**config.mk**
```make
export PLATFORM = sky130hd
export DESIGN_NAME = mem_access_unit
export DESIGN_NICKNAME = d
export VERILOG_FILES = /design/src/rtl/mau_pkg.sv /design/src/rtl/mem_access_unit_load_extender.sv /design/src/rtl/mem_access_unit.sv
export SDC_FILE = /design/constraint.sdc
export NUM_CORES = 1
export LEC_CHECK = 0
export BUFFER_PORTS_ARGS = -buffer_cell sky130_fd_sc_hd__buf_2
export CAP_MARGIN = 20
export CORE_UTILIZATION = 25
export DETAILED_ROUTE_END_ITERATION = 7
export PLACE_DENSITY = 0.41
export SKIP_CTS_REPAIR_TIMING = 1
export SYNTH_ARGS = -nofsm -noshare
export SYNTH_HDL_FRONTEND = slang
export SYNTH_SLANG_ARGS = --single-unit
```
**constraint.sdc**
```tcl
create_clock -name clk -period 7.16 [get_ports clk]
set_input_delay 1.79 -clock clk [delete_from_list [all_inputs] [get_ports clk]]
set_output_delay 1.79 -clock clk [all_outputs]
set_load 0.01 [all_outputs]
```
**src/rtl/mau_pkg.sv**
```systemverilog
// Shared encodings and helpers for the MEM-stage byte-serial access unit.
package mau_pkg;

  localparam logic [1:0] SIZE_BYTE = 2'b00;
  localparam logic [1:0] SIZE_HALF = 2'b01;
  localparam logic [1:0] SIZE_WORD = 2'b10;

  typedef enum logic [1:0] {
    ST_IDLE   = 2'd0,
    ST_ACCESS = 2'd1,
    ST_DONE   = 2'd2
  } state_t;

  function automatic logic [2:0] byte_count(input logic [1:0] size);
    case (size)
      SIZE_BYTE: return 3'd1;
      SIZE_HALF: return 3'd2;
      SIZE_WORD: return 3'd4;
      default:   return 3'd0;
    endcase
  endfunction

  // The access address names the least-significant byte, which sits at the
  // top of the group, so halves and words align on the high end.
  function automatic logic is_aligned(input logic [1:0] size, input logic [1:0] addr_lo);
    case (size)
      SIZE_BYTE: return 1'b1;
      SIZE_HALF: return addr_lo[0];
      SIZE_WORD: return &addr_lo;
      default:   return 1'b0;
    endcase
  endfunction

endpackage

```
**src/rtl/mem_access_unit_load_extender.sv**
```systemverilog
// Combinational sign/zero extension of a raw little-end-assembled load value.
module load_extender
  import mau_pkg::*;
(
  input  logic [31:0] raw,
  input  logic [1:0]  size,
  input  logic        is_unsigned,
  output logic [31:0] result
);

  always_comb begin
    result = raw;
    case (size)
      SIZE_BYTE: result = {{24{~is_unsigned & raw[7]}}, raw[7:0]};
      SIZE_HALF: result = {{16{~is_unsigned & raw[15]}}, raw[15:0]};
      default:   result = raw;
    endcase
  end

endmodule

```
**src/rtl/mem_access_unit.sv**
```systemverilog
// MEM-stage initiator: serialises one load/store into byte transfers on a
// ready-handshaked byte port, stalling the pipeline until it completes.
module mem_access_unit
  import mau_pkg::*;
#(
  parameter int ADDR_W  = 10,
  parameter int TIMEOUT = 16
) (
  input  logic              clk,
  input  logic              rst_n,
  input  logic              req_valid,
  input  logic              req_write,
  input  logic [1:0]        req_size,
  input  logic              req_unsigned,
  input  logic [31:0]       req_addr,
  input  logic [31:0]       req_wdata,
  output logic              stall,
  output logic              resp_valid,
  output logic [31:0]       resp_rdata,
  output logic              misalign_err,
  output logic              bus_err,
  output logic [ADDR_W-1:0] mem_addr,
  output logic              mem_re,
  output logic              mem_we,
  output logic [7:0]        mem_wdata,
  input  logic [7:0]        mem_rdata,
  input  logic              mem_ready
);

  localparam int WAIT_W = (TIMEOUT > 1) ? $clog2(TIMEOUT) : 1;

  state_t            state;
  logic [1:0]        size_q;
  logic              write_q;
  logic              uns_q;
  logic [1:0]        k;
  logic [WAIT_W-1:0] wait_cnt;
  logic [31:0]       wdata_q;
  logic [31:0]       raw_q;
  logic [31:0]       raw_next;
  logic [31:0]       ext_rdata;
  logic              last_byte;
  logic              timeout_hit;
  logic              unused_addr_hi;

  assign unused_addr_hi = ^req_addr[31:ADDR_W];

  assign stall     = ((state == ST_IDLE) && req_valid) || (state == ST_ACCESS);
  assign mem_wdata = wdata_q[7:0];
  assign last_byte = ({1'b0, k} == (byte_count(size_q) - 3'd1));
  assign timeout_hit = (TIMEOUT != 0) && (int'(wait_cnt) == TIMEOUT - 1);

  // Merge the byte arriving this cycle so the final byte can be extended
  // on the same edge that enters DONE.
  always_comb begin
    raw_next = raw_q;
    raw_next[{k, 3'b000} +: 8] = mem_rdata;
  end

  load_extender u_ext (
    .raw         (raw_next),
    .size        (size_q),
    .is_unsigned (uns_q),
    .result      (ext_rdata)
  );

  always_ff @(posedge clk or negedge rst_n) begin
    if (!rst_n) begin
      state        <= ST_IDLE;
      size_q       <= 2'b00;
      write_q      <= 1'b0;
      uns_q        <= 1'b0;
      k            <= 2'd0;
      wait_cnt     <= '0;
      wdata_q      <= 32'h0;
      raw_q        <= 32'h0;
      mem_addr     <= '0;
      mem_re       <= 1'b0;
      mem_we       <= 1'b0;
      resp_valid   <= 1'b0;
      resp_rdata   <= 32'h0;
      misalign_err <= 1'b0;
      bus_err      <= 1'b0;
    end else begin
      case (state)
        ST_IDLE: begin
          resp_valid   <= 1'b0;
          resp_rdata   <= 32'h0;
          misalign_err <= 1'b0;
          bus_err      <= 1'b0;
          if (req_valid) begin
            size_q   <= req_size;
            write_q  <= req_write;
            uns_q    <= req_unsigned;
            k        <= 2'd0;
            wait_cnt <= '0;
            raw_q    <= 32'h0;
            if (!is_aligned(req_size, req_addr[1:0])) begin
              state        <= ST_DONE;
              resp_valid   <= 1'b1;
              misalign_err <= 1'b1;
            end else begin
              state    <= ST_ACCESS;
              mem_addr <= req_addr[ADDR_W-1:0];
              mem_re   <= ~req_write;
              mem_we   <= req_write;
              wdata_q  <= req_wdata;
            end
          end
        end

        ST_ACCESS: begin
          if (mem_ready) begin
            raw_q    <= raw_next;
            wait_cnt <= '0;
            if (last_byte) begin
              state      <= ST_DONE;
              mem_re     <= 1'b0;
              mem_we     <= 1'b0;
              wdata_q    <= 32'h0;
              resp_valid <= 1'b1;
              resp_rdata <= write_q ? 32'h0 : ext_rdata;
            end else begin
              k        <= k + 2'd1;
              mem_addr <= mem_addr - ADDR_W'(1);
              wdata_q  <= {8'h00, wdata_q[31:8]};
            end
          end else if (timeout_hit) begin
            // Abandon the access; bytes already stored stay written.
            state      <= ST_DONE;
            mem_re     <= 1'b0;
            mem_we     <= 1'b0;
            wdata_q    <= 32'h0;
            resp_valid <= 1'b1;
            resp_rdata <= 32'h0;
            bus_err    <= 1'b1;
          end else begin
            wait_cnt <= wait_cnt + WAIT_W'(1);
          end
        end

        ST_DONE: begin
          state        <= ST_IDLE;
          resp_valid   <= 1'b0;
          resp_rdata   <= 32'h0;
          misalign_err <= 1'b0;
          bus_err      <= 1'b0;
        end

        default: state <= ST_IDLE;
      endcase
    end
  end

endmodule

```
### After elaboration in Yosys (flattened, before gate mapping)

Cells that the tools add are included.

| storage, ports and cells | value |
|---|---|
| memory bits (writable) | 0 |
| output and inout port bits | 56 |
| flip-flop bits (word level) | 123 |
| input bits | 80 |
| bits in read-only memories | 0 |
| memories | 0 |
| latch bits | 0 |
| logic and storage cells | 121 |

| operators by class | value |
|---|---|
| multipliers | 0 |
| bitwise operators | 4 |
| equality and inequality tests | 17 |
| add/subtract/negate cells | 5 |
| reductions and logical operators | 22 |
| divide/modulo/power cells | 0 |
| shift-type cells | 2 |
| $lt $le $gt $ge | 0 |
| multiplexer cells | 56 |

Operators with widths:

| cell | number |
|---|---|
| $mux W32 | 9 |
| $pmux W32 S2 | 4 |
| $mux W10 | 4 |
| $bwmux W32 | 1 |
| $shift A8 B7 Y32 const A | 1 |
| $shiftx A8 B7 Y32 | 1 |
| $mux W24 | 1 |
| $pmux W10 S2 | 1 |
| $reduce_and A3 Y1 | 6 |
| $mux W2 | 8 |
| $mux W1 | 15 |
| $mux W4 | 3 |
| $ne A2 B2 Y1 const B | 5 |
| $reduce_and A5 Y1 | 2 |
| $sub A10 B1 Y10 const B | 1 |
| $ne A3 B3 Y1 const B | 3 |
| $pmux W3 S3 | 1 |
| $pmux W1 S2 | 4 |
| $pmux W2 S2 | 2 |
| $pmux W4 S2 | 1 |
| $reduce_and A4 Y1 | 2 |
| $neg A5 Y7 | 1 |
| $eq A2 B1 Y1 const B | 3 |
| $eq A2 B2 Y1 const B | 3 |
| 16 further kinds | 24 |

### Longest topological paths before layout

| logic depth | value |
|---|---|
| depth in word-level cells | 9 |
| mapped depth | 9 |
| mapped depth without buffers | 7 |

### Cells and area by module

From an unflattened synthesis, not the netlist that was laid out.

| second synthesis, totals | value |
|---|---|
| cell total of the unflattened synthesis | 725 |
| area total of the unflattened synthesis | 6418.7 µm² |

Modules (own cells, without submodules):

| module | area each (µm²) | cells an instance | times used | seq. area each (µm²) |
|---|---|---|---|---|
| mem_access_unit | 6063.3 | 658 | 1 | 3078.0 |
| load_extender | 355.3 | 67 | 1 | 0.0 |

### Worst setup path before layout

Ideal clock, no wire load.

| timing path | value |
|---|---|
| kind | input -> output |
| start | input port req_valid |
| end | output port stall |
| stages | 2 |
| setup slack | 3297 ps |
| required time | 5370 ps |
| data arrival time | 2073 ps |
| path buffers | 0 |
| cells stage by stage | nand2_1 > nand2_1 |

| between the ends | value |
|---|---|
| longest elaborated chain between the ends | 2 |

Ends and longest elaborated chain:

| element | RTL line | text |
|---|---|---|
| start, declared | mem_access_unit.sv:11 | `input logic req_valid,` |
| $logic_and A1 B1 Y1 | mem_access_unit.sv:48 | `assign stall = ((state == ST_IDLE) && req_valid) \|\| (state == ST_ACCESS);` |
| $logic_or A1 B1 Y1 | mem_access_unit.sv:48 |  |
| end, declared | mem_access_unit.sv:17 | `output logic stall,` |

No other way between the ends.

### Final worst setup path

| timing path | value |
|---|---|
| start | register state[1] |
| end | output port stall |

| between the ends | value |
|---|---|
| longest elaborated chain between the ends | 3 |
| elaborated cells on any way between the ends | 4 |

Ends and longest elaborated chain:

| element | RTL line | text |
|---|---|---|
| start, declared | mem_access_unit.sv:32 | `state_t state;` |
| start signal, assigned | mem_access_unit.sv:69 | `state <= ST_IDLE;` |
| start signal, assigned | mem_access_unit.sv:99 | `state <= ST_DONE;` |
| start signal, assigned | mem_access_unit.sv:103 | `state <= ST_ACCESS;` |
| $logic_not A2 Y1 | mem_access_unit.sv:48 |  |
| $logic_and A1 B1 Y1 | mem_access_unit.sv:48 |  |
| $logic_or A1 B1 Y1 * | mem_access_unit.sv:48 |  |

Mark *: on every way between the ends. The rest lies on a longest branch, timed or not.

==> flow_metrics.tcl <==
set metrics [dict create \
    status "complete, no violations" \
    slowest_delay_ns 0.74 \
    syn_to_final_growth_pct 23.5 \
    hold_path.class "reg2reg" \
    critPathKind "reg2out" \
    routedWlPerCell_um 16.4 \
    skew_ns 0.0121 \
    required_ns 5.37 \
    hold_viol 0 \
    layout-drive-gt1-share_pct 23.0 \
    dp_hpwl_um 11300 \
    end_kind "output pin" \
    arrival_ns 2.51 \
    cts_sinks 123 \
    die_x_um 156 \
    postLayoutCellArea_mm2 0.00732 \
    yosysUniqueCellTypes 48 \
    num_rows 55 \
    drc 0 \
    cts_max_level 4 \
    coreArea_mm2 0.0229 \
    pin_count 136 \
    drtAntennaViolNets 0 \
    slew_headroom_pct 32.0 \
    n_antenna_cell 0 \
    grt_pass1_vias 4790 \
    nets 794 \
    syn_nets 698 \
    clockRootBuffer "clkbuf_16" \
    cp_cell_sequence "inv_1, ha_1, clkinv_1, buf_4, nand2_1, buf_2" \
    rr_worst_depth 5 \
    multi_input_area_mm2 0.00256 \
    die_h_um 156 \
    tightest_slew_ns 1.01 \
    clock_latency_ns 0.42 \
    cp.depth 6 \
    setup_tns_ns 0 \
    cp_max_fo 51 \
    rsz0062_at_grt "false" \
    vias 4866 \
    crit_end "stall" \
    m1WireLength_um 8110 \
    vdd_drop_max_v 0.000136 \
    maxCapViolCount 0 \
    grt_pass1_wl_um 27000 \
    r2r-start "state[1]" \
    fill_cells 2395 \
    setup_violations 0 \
    dieArea_mm2 0.0243 \
    clock_path_buffers 2 \
    syn_inst 607 \
    regArea_mm2 0.00308 \
    numPortBuffers 113 \
    antenna_found_initial 0 \
    r2r_setup_slack_ns 3.88 \
    drt-initial-drc-count 235 \
    p_per_area_mw_per_mm2 377 \
    yosys_warnings 0 \
    grt_max_degree 70 \
    yosysSeqAreaShare_pct 52.0 \
    min_period_ns 4.30 \
    cp_num_buf_inv 4 \
    cts_buffers 17 \
    routed-wl-met2_um 7730 \
    clk_pin_slew_ns 0.06 \
    drtPass1Iterations 4 \
    r2r_end "raw_q[10]" \
    finalCritPeriodShare_pct 60.1 \
    wl_met3_um 760 \
    synth.avg_cell_area_um2 9.76 \
    grt-ovfl-total 0 \
    max_freq_ghz 0.232 \
    drt_wl_total_um 16800 \
    track_usage_pct 14.5 \
    start_util_pct 25.8 \
    cts_tree "built" \
    gp_congestion 0.753 \
    final_util_pct 31.9 \
    startpoint "state[1]" \
    syn-cell-area_mm2 0.00592 \
    viasPerCell 4.73 \
    start_kind "register" \
    drv_slew 0 \
    post_dp_cell_area_mm2 0.00671 \
    p_leak_uw 0.00335 \
    synth_seq_cells 123 \
    cp_slowest_cell "ha_1" \
    cp_top_family "buffers and inverters" \
    dr.max_layer_used "met4" \
]
[stage by stage]
step           cells  power [µW]  setup WS (ns)  hold slack (ns)
2_1_floorplan    607        1640           3.30            0.440
3_3_place_gp     996        1890           2.92            0.453
3_5_place_dp     996        1920           2.87            0.457
4_1_cts         1028        2800           2.80            0.469
5_1_grt         1029        2960           2.64            0.490
6_report        1029        2760           2.86            0.465
[cell type report]
| cell class | instances | share of cell area (%) |
|---|---|---|
| clock buffer | 19 | 6.19 |
| clock inverter | 13 | 1.95 |
| inverter | 19 | 0.975 |
| multi-input combinational | 422 | 35.0 |
| sequential | 123 | 42.1 |
| tap | 313 | 5.35 |
| timing repair buffer | 120 | 8.48 |
[power breakdown]
| group | switching, µW | total [µW] | internal, µW | leakage [µW] |
|---|---|---|---|---|
| logic | 587 | 900 | 313 | 0.00144 |
| clock network | 337 | 869 | 532 | 0.000278 |
| registers | 131 | 989 | 859 | 0.00163 |
| total | 1050 | 2760 | 1700 | 0.00335 |
[flip-flops by register name, indices dropped and copies added (netlist names), 2 cells and up]
register and cells:
raw_q 32, resp_rdata 32, wdata_q 32, mem_addr 10, wait_cnt 4, k 2
size_q 2, state 2
[layer usage]
metal  global-route usage (%)  vias up
met5                        0        -
met4                     4.95        0
met3                     3.53       16
met2                     22.4      125
met1                     19.7     2353
li1                         -     2372
[cell usage in the layout (no fill, tap or decap), types with 3 or more instances in the layout]
| master | Yosys | routed |
|---|---|---|
| buf_2 | 4 | 112 |
| nor3_1 | 8 | 8 |
| nand3_1 | 7 | 7 |
| o2bb2ai_1 | 32 | 32 |
| inv_1 | 18 | 18 |
| dfrtp_1 | 123 | 123 |
| clkbuf_16 | 0 | 17 |
| a22oi_1 | 26 | 26 |
| buf_4 | 11 | 8 |
| nand4_1 | 9 | 9 |
| clkinvlp_4 | 0 | 5 |
| a32oi_1 | 3 | 3 |
| mux2_2 | 3 | 3 |
| o21ai_1 | 5 | 6 |
| a22o_1 | 8 | 8 |
| a21oi_1 | 38 | 38 |
| and2_1 | 18 | 18 |
| a221oi_1 | 7 | 7 |
| a31oi_1 | 7 | 7 |
| o21ai_0 | 70 | 69 |
| o31ai_1 | 5 | 5 |
| nor2_1 | 23 | 23 |
| ha_1 | 11 | 11 |
| nor2b_1 | 28 | 28 |
| nand2_1 | 85 | 85 |
[worst reg2reg max path: stages (launching register included)]
cell,delay (ns)
dfrtp_1,0.41
inv_1,0.11
ha_1,0.74
nand3_1,0.93
o21ai_1,0.80
a22o_1,0.22
[kinds of logic (layout without fill, tap and decap cells)]
family	count (synthesis)	count (layout)	share of synthesized area [%]
AO/OA/AOI/OAI	211	211	23.2
AND/OR/NAND/NOR	195	195	16.8
adder cells (fa/ha/maj)	11	11	2.32
flip-flops	123	123	52.0
multiplexers	5	5	0.908
buffers and inverters	62	171	4.84
[Yosys cell counts (all sizes together)]
cell	instances	share of area [%]
or4	2	0.25
a22oi	26	3.3
o2bb2ai	32	4.7
nor2b	28	3.0
a31o	1	0.15
nor4	3	0.93
nand3	7	0.59
clkinv	1	0.063
o22a	2	0.30
or3b	1	0.15
and3b	2	0.30
o22ai	1	0.11
a31oi	7	0.74
and4b	1	0.17
a32oi	3	0.44
or2	1	0.11
o21ai	76	6.5
nor3	8	0.68
nand2	85	5.4
o211ai	1	0.13
ha	11	2.3
o21a	1	0.13
nand3b	2	0.25
dfrtp	123	52
mux2	3	0.57
and4bb	1	0.21
a21oi	39	3.4
clkbuf	27	1.7
and2	18	1.9
a22o	8	1.2
buf	16	1.9
a221oi	7	1.0
and3	1	0.11
nand4	9	0.95
o31ai	6	0.99
nand2b	2	0.21
and4	1	0.15
inv	18	1.1
mux2i	2	0.34
nor2	23	1.5
a41oi	1	0.15
[worst min path at each step]
| stage | start | endpoint | slack (ns) | depth (start not counted) |
|---|---|---|---|---|
| 6_report | wdata_q[27] | wdata_q[27] | 0.47 | 2 |
| 5_1_grt | raw_q[5] | raw_q[5] | 0.49 | 2 |
| 4_1_cts | wdata_q[27] | wdata_q[27] | 0.47 | 2 |
| 3_5_place_dp | wdata_q[31] | wdata_q[31] | 0.46 | 2 |
| 3_3_place_gp | wdata_q[25] | wdata_q[25] | 0.45 | 2 |
| 2_1_floorplan | wdata_q[24] | wdata_q[24] | 0.44 | 2 |
Power figures use the tool's default switching activity.
